**src/rtl/bram_pkg.sv**
```systemverilog
// Shared types and default widths for the BRAM request sequencer.
// Imported by the sequencer top, its command FIFO and the bench.
package bram_pkg;

  localparam int DEF_ADDR_W = 8;
  localparam int DEF_DATA_W = 32;

  typedef enum logic {
    IDLE,
    ISSUE
  } state_e;

  typedef struct packed {
    logic                  we;
    logic [DEF_ADDR_W-1:0] addr;
    logic [DEF_DATA_W-1:0] wdata;
  } cmd_t;

endpackage

```
**src/rtl/bram_cmd_fifo.sv**
```systemverilog
// In-order command FIFO with wrap-bit pointers.
// Head entry is presented combinationally on rdata.
module bram_cmd_fifo #(
  parameter int WIDTH = 41,
  parameter int DEPTH = 4
) (
  input  logic             clk,
  input  logic             reset,
  input  logic             push,
  input  logic             pop,
  input  logic [WIDTH-1:0] wdata,
  output logic [WIDTH-1:0] rdata,
  output logic             full,
  output logic             empty,
  output logic             one_left
);
  import bram_pkg::*;

  localparam int AW = $clog2(DEPTH);

  logic [AW:0]      wptr_q, wptr_d;
  logic [AW:0]      rptr_q, rptr_d;
  logic [WIDTH-1:0] mem_q [DEPTH];
  logic [WIDTH-1:0] mem_d [DEPTH];
  logic             do_push;
  logic             do_pop;

  assign full = (wptr_q[AW-1:0] == rptr_q[AW-1:0])
             && (wptr_q[AW] != rptr_q[AW]);
  assign empty    = (wptr_q == rptr_q);
  assign one_left = ((wptr_q - rptr_q) == (AW+1)'(1));
  assign rdata    = mem_q[rptr_q[AW-1:0]];
  assign do_push  = push && !full;
  assign do_pop   = pop && !empty;

  always_comb begin
    wptr_d = wptr_q;
    rptr_d = rptr_q;
    mem_d  = mem_q;
    if (do_push) begin
      mem_d[wptr_q[AW-1:0]] = wdata;
      wptr_d = wptr_q + (AW+1)'(1);
    end
    if (do_pop) begin
      rptr_d = rptr_q + (AW+1)'(1);
    end
  end

  always_ff @(posedge clk) begin
    if (reset) begin
      wptr_q <= '0;
      rptr_q <= '0;
    end else begin
      wptr_q <= wptr_d;
      rptr_q <= rptr_d;
    end
  end

  // Payload storage needs no reset; pointers gate visibility.
  always_ff @(posedge clk) begin
    mem_q <= mem_d;
  end

endmodule

```
**src/rtl/bram_req_sequencer.sv**
```systemverilog
// Queues BRAM read/write commands and issues one per cycle,
// tracking read latency to produce single-cycle responses.
module bram_req_sequencer #(
  parameter int ADDR_W     = bram_pkg::DEF_ADDR_W,
  parameter int DATA_W     = bram_pkg::DEF_DATA_W,
  parameter int FIFO_DEPTH = 4,
  parameter int RD_LAT     = 1
) (
  input  logic              clk,
  input  logic              reset,
  input  logic              cmd_valid,
  output logic              cmd_ready,
  input  logic              cmd_we,
  input  logic [ADDR_W-1:0] cmd_addr,
  input  logic [DATA_W-1:0] cmd_wdata,
  output logic              we,
  output logic [ADDR_W-1:0] wr_addr,
  output logic [DATA_W-1:0] wr_data,
  output logic              rd_en,
  output logic [ADDR_W-1:0] rd_addr,
  input  logic [DATA_W-1:0] rd_data,
  output logic              rsp_valid,
  output logic [DATA_W-1:0] rsp_data,
  output logic              busy,
  output logic [15:0]       ops_count
);
  import bram_pkg::*;

  localparam int CW = 1 + ADDR_W + DATA_W;

  logic              push, pop;
  logic              full, empty, one_left;
  logic [CW-1:0]     head;
  logic              h_we;
  logic [ADDR_W-1:0] h_addr;
  logic [DATA_W-1:0] h_wdata;

  state_e            state_q, state_d;
  logic              we_q, we_d;
  logic              rd_en_q, rd_en_d;
  logic [ADDR_W-1:0] wr_addr_q, wr_addr_d;
  logic [DATA_W-1:0] wr_data_q, wr_data_d;
  logic [ADDR_W-1:0] rd_addr_q, rd_addr_d;
  logic [RD_LAT-1:0] infl_q, infl_d;
  logic [DATA_W-1:0] rsp_q, rsp_d;
  logic [15:0]       ops_count_q, ops_count_d;

  assign cmd_ready = !reset && !full;
  assign push      = cmd_valid && cmd_ready;
  assign pop       = (state_q == ISSUE) && !empty;
  assign {h_we, h_addr, h_wdata} = head;

  bram_cmd_fifo #(
    .WIDTH (CW),
    .DEPTH (FIFO_DEPTH)
  ) u_fifo (
    .clk      (clk),
    .reset    (reset),
    .push     (push),
    .pop      (pop),
    .wdata    ({cmd_we, cmd_addr, cmd_wdata}),
    .rdata    (head),
    .full     (full),
    .empty    (empty),
    .one_left (one_left)
  );

  always_comb begin
    state_d     = state_q;
    we_d        = 1'b0;
    rd_en_d     = 1'b0;
    wr_addr_d   = wr_addr_q;
    wr_data_d   = wr_data_q;
    rd_addr_d   = rd_addr_q;
    ops_count_d = ops_count_q;
    unique case (state_q)
      IDLE:    if (!empty) state_d = ISSUE;
      ISSUE:   if (empty || (pop && one_left && !push))
                 state_d = IDLE;
      default: state_d = IDLE;
    endcase
    if (pop) begin
      ops_count_d = ops_count_q + 16'd1;
      if (h_we) begin
        we_d      = 1'b1;
        wr_addr_d = h_addr;
        wr_data_d = h_wdata;
      end else begin
        rd_en_d   = 1'b1;
        rd_addr_d = h_addr;
      end
    end
    infl_d    = '0;
    infl_d[0] = rd_en_q;
    for (int i = 1; i < RD_LAT; i++) begin
      infl_d[i] = infl_q[i-1];
    end
    rsp_d = rsp_q;
    if (infl_q[RD_LAT-1]) rsp_d = rd_data;
  end

  always_ff @(posedge clk) begin
    if (reset) begin
      state_q     <= IDLE;
      we_q        <= 1'b0;
      rd_en_q     <= 1'b0;
      wr_addr_q   <= '0;
      wr_data_q   <= '0;
      rd_addr_q   <= '0;
      infl_q      <= '0;
      rsp_q       <= '0;
      ops_count_q <= '0;
    end else begin
      state_q     <= state_d;
      we_q        <= we_d;
      rd_en_q     <= rd_en_d;
      wr_addr_q   <= wr_addr_d;
      wr_data_q   <= wr_data_d;
      rd_addr_q   <= rd_addr_d;
      infl_q      <= infl_d;
      rsp_q       <= rsp_d;
      ops_count_q <= ops_count_d;
    end
  end

  // Response data is live in the valid cycle, then held.
  assign rsp_valid = infl_q[RD_LAT-1];
  assign rsp_data  = rsp_valid ? rd_data : rsp_q;
  assign we        = we_q;
  assign rd_en     = rd_en_q;
  assign wr_addr   = wr_addr_q;
  assign wr_data   = wr_data_q;
  assign rd_addr   = rd_addr_q;
  assign ops_count = ops_count_q;
  assign busy      = !empty || (state_q == ISSUE)
                  || rd_en_q || (|infl_q);

endmodule

```
**config.mk**
```make
export PLATFORM = sky130hd
export DESIGN_NAME = bram_req_sequencer
export DESIGN_NICKNAME = d
export VERILOG_FILES = /design/src/rtl/bram_pkg.sv /design/src/rtl/bram_cmd_fifo.sv /design/src/rtl/bram_req_sequencer.sv
export SDC_FILE = /design/constraint.sdc
export NUM_CORES = 1
export LEC_CHECK = 0
export BUFFER_PORTS_ARGS = -buffer_cell sky130_fd_sc_hd__clkbuf_2
export CAP_MARGIN = 10
export CORE_MARGIN = 5
export CORE_UTILIZATION = 38
export CTS_CLUSTER_SIZE = 16
export DETAILED_ROUTE_END_ITERATION = 6
export PLACE_DENSITY = 0.6
export SLEW_MARGIN = 30
export SYNTH_ARGS = -nofsm -noshare
export SYNTH_HDL_FRONTEND = slang
export SYNTH_SLANG_ARGS = --single-unit
```
**constraint.sdc**
```tcl
create_clock -name clk -period 4.4 [get_ports clk]
set_input_delay 0.22 -clock clk [delete_from_list [all_inputs] [get_ports clk]]
set_output_delay 0.22 -clock clk [all_outputs]
set_load 0.02 [all_outputs]
```
==> results of run 1 <==
kinds of logic (layout without fill, tap and decap cells):
kind of cell	count (synthesis)	count (layout)
buffers and inverters	42	288
xor gates and xnor gates	12	12
adders and majority gates	9	9
muxes	84	84
DFF	270	270
AOI/OAI and AO/OA	74	74
and+or+nand+nor	173	173
other	0	3
layer usage:
metal	GRT usage, %	part of all wire (%)	routed length, um
met1	20.1	46	10100
met2	22.6	46	10000
met3	3.93	6.9	1510
met4	3.06	1.6	352
met5	0	0.045	10
flip-flops by register name (all words and copies together) (netlist names):
name / count
ops_count: 16
u_fifo.rptr_q: 3
wr_addr: 8
state_q: 1
rd_en: 1
u_fifo.wptr_q: 3
we: 1
rd_addr: 8
rsp_q: 32
wr_data: 32
u_fifo.mem_q: 164
rsp_valid: 1
per-stage QoR:
stage | hold WS [ps] | setup WS (ps) | utilization [%] | cell area [sq um]
2_1_floorplan | 319 | 819 | - | 10100
3_3_place_gp | 444 | 1320 | 43.5 | 11400
3_5_place_dp | 446 | 1220 | 43.5 | 11400
4_1_cts | 13.5 | 1200 | 48.5 | 12700
5_1_grt | 31.3 | 997 | 48.5 | 12700
6_report | 44.1 | 1260 | 48.5 | 12700
what timing repair did:
item / 4_1_cts / 5_1_grt
hold endpoints to repair: 164 / 0
resized for setup: 0 / 0
hold buffers: 41 / 0
setup buffers: 0 / 0
power groups by stage:
| stage | logic (mW) | registers (mW) | clock network, mW |
|---|---|---|---|
| floorplan | 0.180 | 2.83 | 0 |
| global route | 0.371 | 2.77 | 2.49 |
| finish | 0.337 | 2.77 | 2.32 |
| detailed placement | 0.311 | 2.82 | 0 |
| global placement | 0.310 | 2.82 | 0 |
| CTS | 0.343 | 2.77 | 2.39 |
cells in the final DEF, fill, tap and decap left out, types with 5 or more instances in the layout:
| master | n |
|---|---|
| a21oi_1 | 52 |
| buf_4 | 13 |
| clkbuf_1 | 6 |
| clkbuf_16 | 28 |
| clkbuf_2 | 175 |
| clkinv_2 | 9 |
| dfxtp_1 | 104 |
| dlygate4sd3_1 | 41 |
| edfxtp_1 | 164 |
| ha_1 | 8 |
| inv_1 | 6 |
| mux2_2 | 33 |
| mux2i_1 | 10 |
| mux4_2 | 41 |
| nand2_1 | 86 |
| nand3_1 | 5 |
| nand4_1 | 5 |
| nor2_1 | 22 |
| nor2b_1 | 34 |
| o21ai_0 | 5 |
| or3_1 | 5 |
| xnor2_1 | 7 |
final timing paths:
check | start | to | slack [ps] | depth (start not counted)
min | rd_data[22] | rsp_q[22] | 40 | 3
min reg2reg | wr_data[25] | wr_data[25] | 450 | 2
max | u_fifo.wptr_q[0] | u_fifo.mem_q[52] | 1260 | 6
max reg2reg | u_fifo.wptr_q[0] | u_fifo.mem_q[52] | 1260 | 6
tightest hold or removal path, cell delays in order:
cell and delay [ps]:
clkbuf_2 70, mux2_2 140, nor2b_1 110
area by class of cell:
cell class                 instances  share of cell area, %
clock buffer                      35                   5.81
tap                              335                   3.30
timing repair buffer             230                   11.0
antenna                            3                 0.0592
inverter                           6                  0.178
multi-input combinational        352                   22.7
clock inverter                    17                   1.35
sequential                       270                   55.6
==> impl.org, run 1 <==
** Status
- The flow ran to the end, and the final reports show no timing, DRC or antenna violations.

** Logic synthesis
- Synth Area in XOR/XNOR :: around 1.1%
- Syn Nets :: 749
- The synthesized netlist devotes 8.08% of its cell area to simple gates.
- After synthesis, the share of flip-flops with an asynchronous set or reset is 0%.
- Count of flip-flops with a built-in enable after synthesis :: 164
- Fraction of the mapped netlist area in compound gates :: 4.30%
- Each instance of the synthesized netlist takes up on average 15.2 sq um.
- Of all cell types, the one taking the most synthesized area is edfxtp_1.
- Number of storage elements in the synthesis netlist :: 270
- Summing the sequential cell areas from Yosys gives 69.8% of the chip area.
- Count of warnings emitted by yosys :: 0
- Top_reg_cell synth :: edfxtp_1
- Of the post-synthesis cell area, the part taken by muxes is 13.8%.
- Sorting the synthesized cells by area gives the leading types as edfxtp_1 (49%), dfxtp_1 (21%), mux4_2 (9.1%).
- Synth unique cells :: 39
- After synthesis, the most frequently instantiated cells are edfxtp_1 (164), dfxtp_1 (106), nand2_1 (86).
- Synthesis produced between 600 and 700 cells.
- Area of the mapped netlist :: 10100 sq um
- Dominant cell by count in the synthesized netlist :: edfxtp_1
- After Yosys synthesis, full adders, half adders and majority gates account for 1.19% of the synthesized area.
- Largest family of logic cells by synthesized area :: multiplexers
- Top cell type's share of synthesized area :: 48.8%

** Timing
- Final period util :: a little under three quarters
- Skew final :: 22.5 ps
- Worst-margin pin slew :: 834 ps
- Setup repair after global routing left no endpoint under its margin.
- Setup-violating endpoint count in the final report :: 0
- Headroom to the max-slew limit came out at 44.4%.
- Post-route setup TNS :: 0 ps
- The worst path needs 3140 ps of the cycle, external delays included.
- Max Clock Freq :: 318 MHz
- The final count of pins violating max slew came to 0.
- The number of endpoints with negative hold slack in the final report is 0.

** Finish
- Compared with the post-synthesis result, the final layout area differs by 25.6%.
- Final layout net count :: ~970
- After filler insertion, the fill cell instance count of the layout stands at about 2300.
- Area of all sequential standard cells :: 7050 sq um
- For this run, the number of standard cells in the final layout without fillers is 1248.
- Proportion of layout cells with a drive suffix above 1 :: 34.8%
- In the final layout, the multi-input gates occupy between 2000 and 3000 sq um.

** Power and ir drop
- Internal power comes to 4.25 mW.
- Net switching fraction of the power :: 21.6%
- Clock network fraction of total power :: 42.8%
- The analysis attributes to net switching a power of 1.17 mW.
- Overall power consumption :: about 5.4 mW
- Maximum vdd ir drop :: between 0.0002 and 0.00025 V
- Static Leakage :: 4.63 nW
- For this design the ratio of total power to cell area is 427 nW/um^2.
- Relative contribution of sequential cells to total power :: 51.0%
- Combinational logic burns 6.2% of the power.

** Clock network
- Insertion delay to the later sink of the worst-skew pair :: 550 ps
- Clock tree from TritonCTS :: yes
- The clock passes through at most 3 buffers.
- The tree built by TritonCTS fans out to between 200 and 300 sinks.
- The tree is rooted in a clkbuf_16.
- In this run the number of H-tree levels came out at 1.
- Clock-pin slew was measured on the worst setup and hold paths at 60 ps.
- Clock tree synthesis inserted a total of 28 buffers.

** Place
- The HPWL after detailed placement is 14.2 mm.
- Including well taps, the total number of placed cells is 1152.
- Final weighted congestion in routability-driven placement :: ~0.72
- The count of buffers added on input and output ports is about 180.

** Floorplan
- Count of boundary I/O pins :: 177
- Area of the die :: 29900 sq um
- Area inside the core boundary :: 26100 sq um
- The initialized floorplan defines 59 standard-cell rows.
- From bottom edge to top edge, the die measures between 150 and 200 um.
- For this configuration, the core starts out at a cell density of 38.6%.
- From left edge to right edge, the die measures 173 um.

** Setup path
- Startpoint types :: flop
- Worst setup path category :: reg -> reg
- Maximum fanout count along the critical path :: 26
- For the worst setup path, the data required time is 4630 ps.
- Slowest-stage cell, CP :: and2_2
- Data on the critical path arrives at its endpoint at 3370 ps.
- On the critical path the largest part of the delay comes from simple AND/OR/NAND/NOR gates.
- Buffers & Inverters on Critical Path :: 2
- Crit-path cells :: inv_1 -> ha_1 -> and2_1 -> a211oi_2 -> and2_2 -> buf_4
- STA classifies the critical path endpoint as a flop.
- Highest cell delay on the worst timing path :: 740 ps

** Drt
- Count of routing violations after the opening detailed-route iteration :: 341
- Via count of the routed design :: around 6200
- # DRC :: 0
- The routed design has 22.0 mm of wire.
- Wirelength per Cell :: 17.6 um
- Via/cell ratio :: 4.94
- For this run, the detailed router's first-pass iteration total came to 4.
- Antenna-violating nets left :: 0

** Global route
- Across every metal layer, demand over resource in global routing totals 14.3%.
- The first global-routing pass estimated 34.8 mm of wire.
- Remaining global-route overflow :: 0
- The number of antenna violations at the first check in global routing came to 4.
- Via count of the first global-routing pass :: 6134
- Entering global routing, the biggest net connects 76 pins.

** Worst hold path
- Worst min-delay path class :: in -> reg

** Job
- Maxcap violations :: 0
(Power assumes the default switching activity.)
==> run 2, diff against run 1 <==
- PLACE_DENSITY: 0.6 -> 0.62
- clock period: 4.4 -> 2.7 ns (I/O delays scaled with it)
==> run 2 against run 1 <==
  * Via count grew 1.1%
  * Clock-buffer cell count grew 4
  * Setup slack lost 810 ps
  * Critical path depth is the same
  * Routed wire length grew 3.1%
  * Power grew 69%
  * First-iteration DRC count grew 21%
  * Register-to-register slack lost 800 ps
  * Die area is the same
  * Final cell count grew 3.0%
  * Non-clock buffer count grew 38
  * Sequential share of layout area shrank 2.2 points
==> impl.org, run 2 (synthesis gave the netlist of run 1 again) <==
** Status
- Run status :: finished clean

** Timing
- Final period util :: 83.6%
- The final count of pins violating max slew is 0 (unchanged).
- The transition time at the pin with the least slew margin is 843 ps (+8.63 ps).
- Unrepaired setup endpoints after global routing :: no
- Skew final :: 7.22 ps (-15.3 ps)
- The routed design could run at a clock period as short as 2260 ps.
- The number of endpoints with negative hold slack in the final report came to 0 (unchanged).
- The summed negative setup slack over all endpoints came to 0 ps (unchanged).
- Static timing analysis puts the maximum clock frequency at 443 MHz.
- The worst slew margin relative to its limit is 43.8% (-0.58 points).
- The total setup violations reported at the end of the flow is 0 (unchanged).
- Final hold slack :: 107 ps (+62.6 ps)

** Worst hold path
- Hold path startpoint :: reset
- Hold path depth :: 5 (+2)
- Capture endpoint of the worst hold path :: u_fifo.wptr_q[1]
- In this run the worst hold path is classified as in -> reg.

** Global route
- The first-pass GRT wire length was 36.5 mm (+4.8%).
- The overflow left after global routing is 0 (unchanged).
- The met3 usage is 3.47% (-0.46 points).
- The routing usage on met2 came to 24.2% (+1.6 points).
- Pin count of the biggest net entering global routing :: 109 (+43%)
- GRT Max-Usage Layer :: met2
- Global Route met1 Usage :: 20.8% (+0.72 points)
- The total track usage came to 14.9% (+0.60 points).
- Via count of the first global-routing pass :: 6297 (+2.7%)
- Number of antenna violations at the first check in global routing :: 0 (-4)

** Finish
- Relative to the synthesized area, the layout overhead comes to 30.7%.
- The count of inserted antenna diode cells came to 0 (-3).
- The flip-flop count of the largest register, all copies and words added was 164 (unchanged).
- The register with the most flip-flops in the final layout is u_fifo.mem_q.
- The final net count came to 1012 (+4.0%).
- Final Non-Filler Cells :: 1285 (+3.0%)
- Most common cell after layout, fill and taps aside :: clkbuf_2
- Highest-count cells in the layout ignoring fill and taps :: clkbuf_2 (175), edfxtp_1 (164), dfxtp_1 (104)
- The fraction of final layout cells sized beyond drive strength 1 was 34.1% (-0.73 points).
- Final Cell Area :: 13200 sq um (+4.1%)

** Power and ir drop
- The leakage power total was 4.87 nW (+5.1%).
- Maximum vdd ir drop :: 0.000494 V (+98%)
- The switching power total was 1.95 mW (+67%).
- The switching part of the total is 21.3% (-0.25 points).
- The sequential group share of total power is 49.2% (-1.8 points).
- Internal power of the cells :: 7.20 mW (+69%)
- Total power density per cell area :: 693 nW/um^2 (+62%)
- Clock network fraction of total power :: 44.0% (+1.2 points)
- The combinational cell fraction of total power came to 6.7% (+0.5 points).

** Drt
- Iteration count of the initial detailed-routing pass :: 4 (unchanged)
- The number of DRC violations after detailed-routing iteration 0 is 413 (+21%).
- The wire length reported by the detailed router is 22.7 mm (+3.1%).
- The via count was 6226 (+1.1%).
- Antenna-violating nets left :: 0 (unchanged)
- Via/cell ratio :: 4.85 (-1.8%)
- The number of design rule violations left after detail routing is 0 (unchanged).
- The wire length per cell after detailed routing came to 17.6 um (+0.13%).

** Clock network
- CTS Buf Count :: 29 (+3.6%)
- The clock transition at the registers of the reported paths came to 60 ps (about the same).
- Maximum buffer depth of the clock tree :: 3 (unchanged)
- H-tree levels :: 1 (unchanged)
- The clock sink count was 270 (unchanged).
- The cell sitting at the root of the clock tree is a clkbuf_16.
- The insertion delay to the later sink of the worst-skew pair is 550 ps (about the same).
- The buffers inserted during post-CTS setup optimization was 0 (unchanged).
- Clock tree from TritonCTS :: yes
- The post-cts repair resize count is 0 (unchanged).

** Place
- The count of buffers inserted at the top-level ports is 176 (unchanged).
- # placed instances :: 1158 (+0.52%)
- Placed Area :: 11500 sq um (+1.2%)
- Detailed placer's ending HPWL :: 14.4 mm (+1.5%)
- The routability congestion estimate was 0.715 (about the same).

** Setup path
- STA classifies the critical path endpoint as an output pin.
- Register-to-register setup slack :: 460 ps (-800 ps)
- The critical path in this run is classified as reg -> out.
- STA classifies the critical path startpoint as a flop.
- Maximum fanout count along the critical path :: 7 (-73%)
- Data required time of the worst path :: 2570 ps (-2060 ps)
- Worst r2r path cells :: 6 (unchanged)
- The startpoint identified for the worst register-to-register timing path is u_fifo.rptr_q[1].
- Endpoint of the worst register-to-register path :: wr_data[20]
- The arrival time at the worst endpoint was 2120 ps (-1250 ps).

** Floorplan
- Count of boundary I/O pins :: 177 (unchanged)
- Area of the die :: 29900 sq um (unchanged)
- The starting utilization of the core area was 38.6% (unchanged).
- The number of cell rows is 59 (unchanged).
- Die width :: 173 um (unchanged)
- Area inside the core boundary :: 26100 sq um (unchanged)
- The die span in y was 173 um (unchanged).

** Job
- Maxcap violations :: 0 (unchanged)
==> run 2: cell count changes in the layout (fill, tap and decap cells not counted), sizes merged, moves of 3 or more <==
| cell | change |
|---|---|
| clkinv | -4 |
| dlygate4sd3 | +32 |
| diode | -3 |
| clkbuf | +4 |
| buf | +6 |
==> run 2: layer usage <==
metal | up-vias | share of wire [%]
li1 | 2984 | -
met1 | 3022 | 46
met2 | 191 | 46
met3 | 29 | 6.1
met4 | 0 | 1.8
met5 | - | 0
==> run 2: repair_timing <==
item                       4_1_cts  5_1_grt
hold endpoints to repair       196        0
hold buffers                    73        0
setup endpoints to repair        0        0
==> run 2: worst max path at each step <==
stage / from / end / slack [ps] / cells past startpoint
6_report: u_fifo.wptr_q[0] / cmd_ready / 440 / 6
5_1_grt: u_fifo.rptr_q[1] / wr_data[4] / 260 / 6
4_1_cts: u_fifo.wptr_q[0] / cmd_ready / 410 / 6
3_5_place_dp: u_fifo.rptr_q[1] / wr_data[5] / 450 / 6
3_3_place_gp: u_fifo.rptr_q[1] / wr_data[11] / 500 / 6
2_1_floorplan: u_fifo.rptr_q[1] / u_fifo.mem_q[0] / 50 / 8
==> run 2: power groups by stage <==
stage | Sequential (mW) | Clock, mW | Combinational, mW
6_report | 4.51 | 4.03 | 0.616
5_1_grt | 4.51 | 4.31 | 0.675
4_1_cts | 4.51 | 4.14 | 0.624
3_5_place_dp | 4.60 | 0 | 0.536
3_3_place_gp | 4.59 | 0 | 0.536
2_1_floorplan | 4.60 | 0 | 0.299
==> run 2: stage by stage <==
stage	util [%]	worst slack, ps	power [mW]
floorplan	-	54.5	4.90
global placement	44.0	499	5.13
detailed placement	44.0	449	5.13
CTS	50.5	413	9.27
global route	50.5	256	9.50
finish	50.5	444	9.15
==> run 2: worst max-delay path, stage by stage (launching register included) <==
cell	delay, ps
dfxtp_1	400
inv_1	110
ha_1	320
and2_1	210
buf_4	180
a21oi_1	150
clkbuf_2	210
==> run 2: cell type report <==
type / count / area (sq um)
Inverter: 6 / 22.5
Multi-Input combinational cell: 352 / 2900
Sequential cell: 270 / 7050
Tap cell: 335 / 419
Fill cell: 2229 / 12900
Clock inverter: 15 / 191
Timing Repair Buffer: 268 / 1830
Clock buffer: 39 / 793
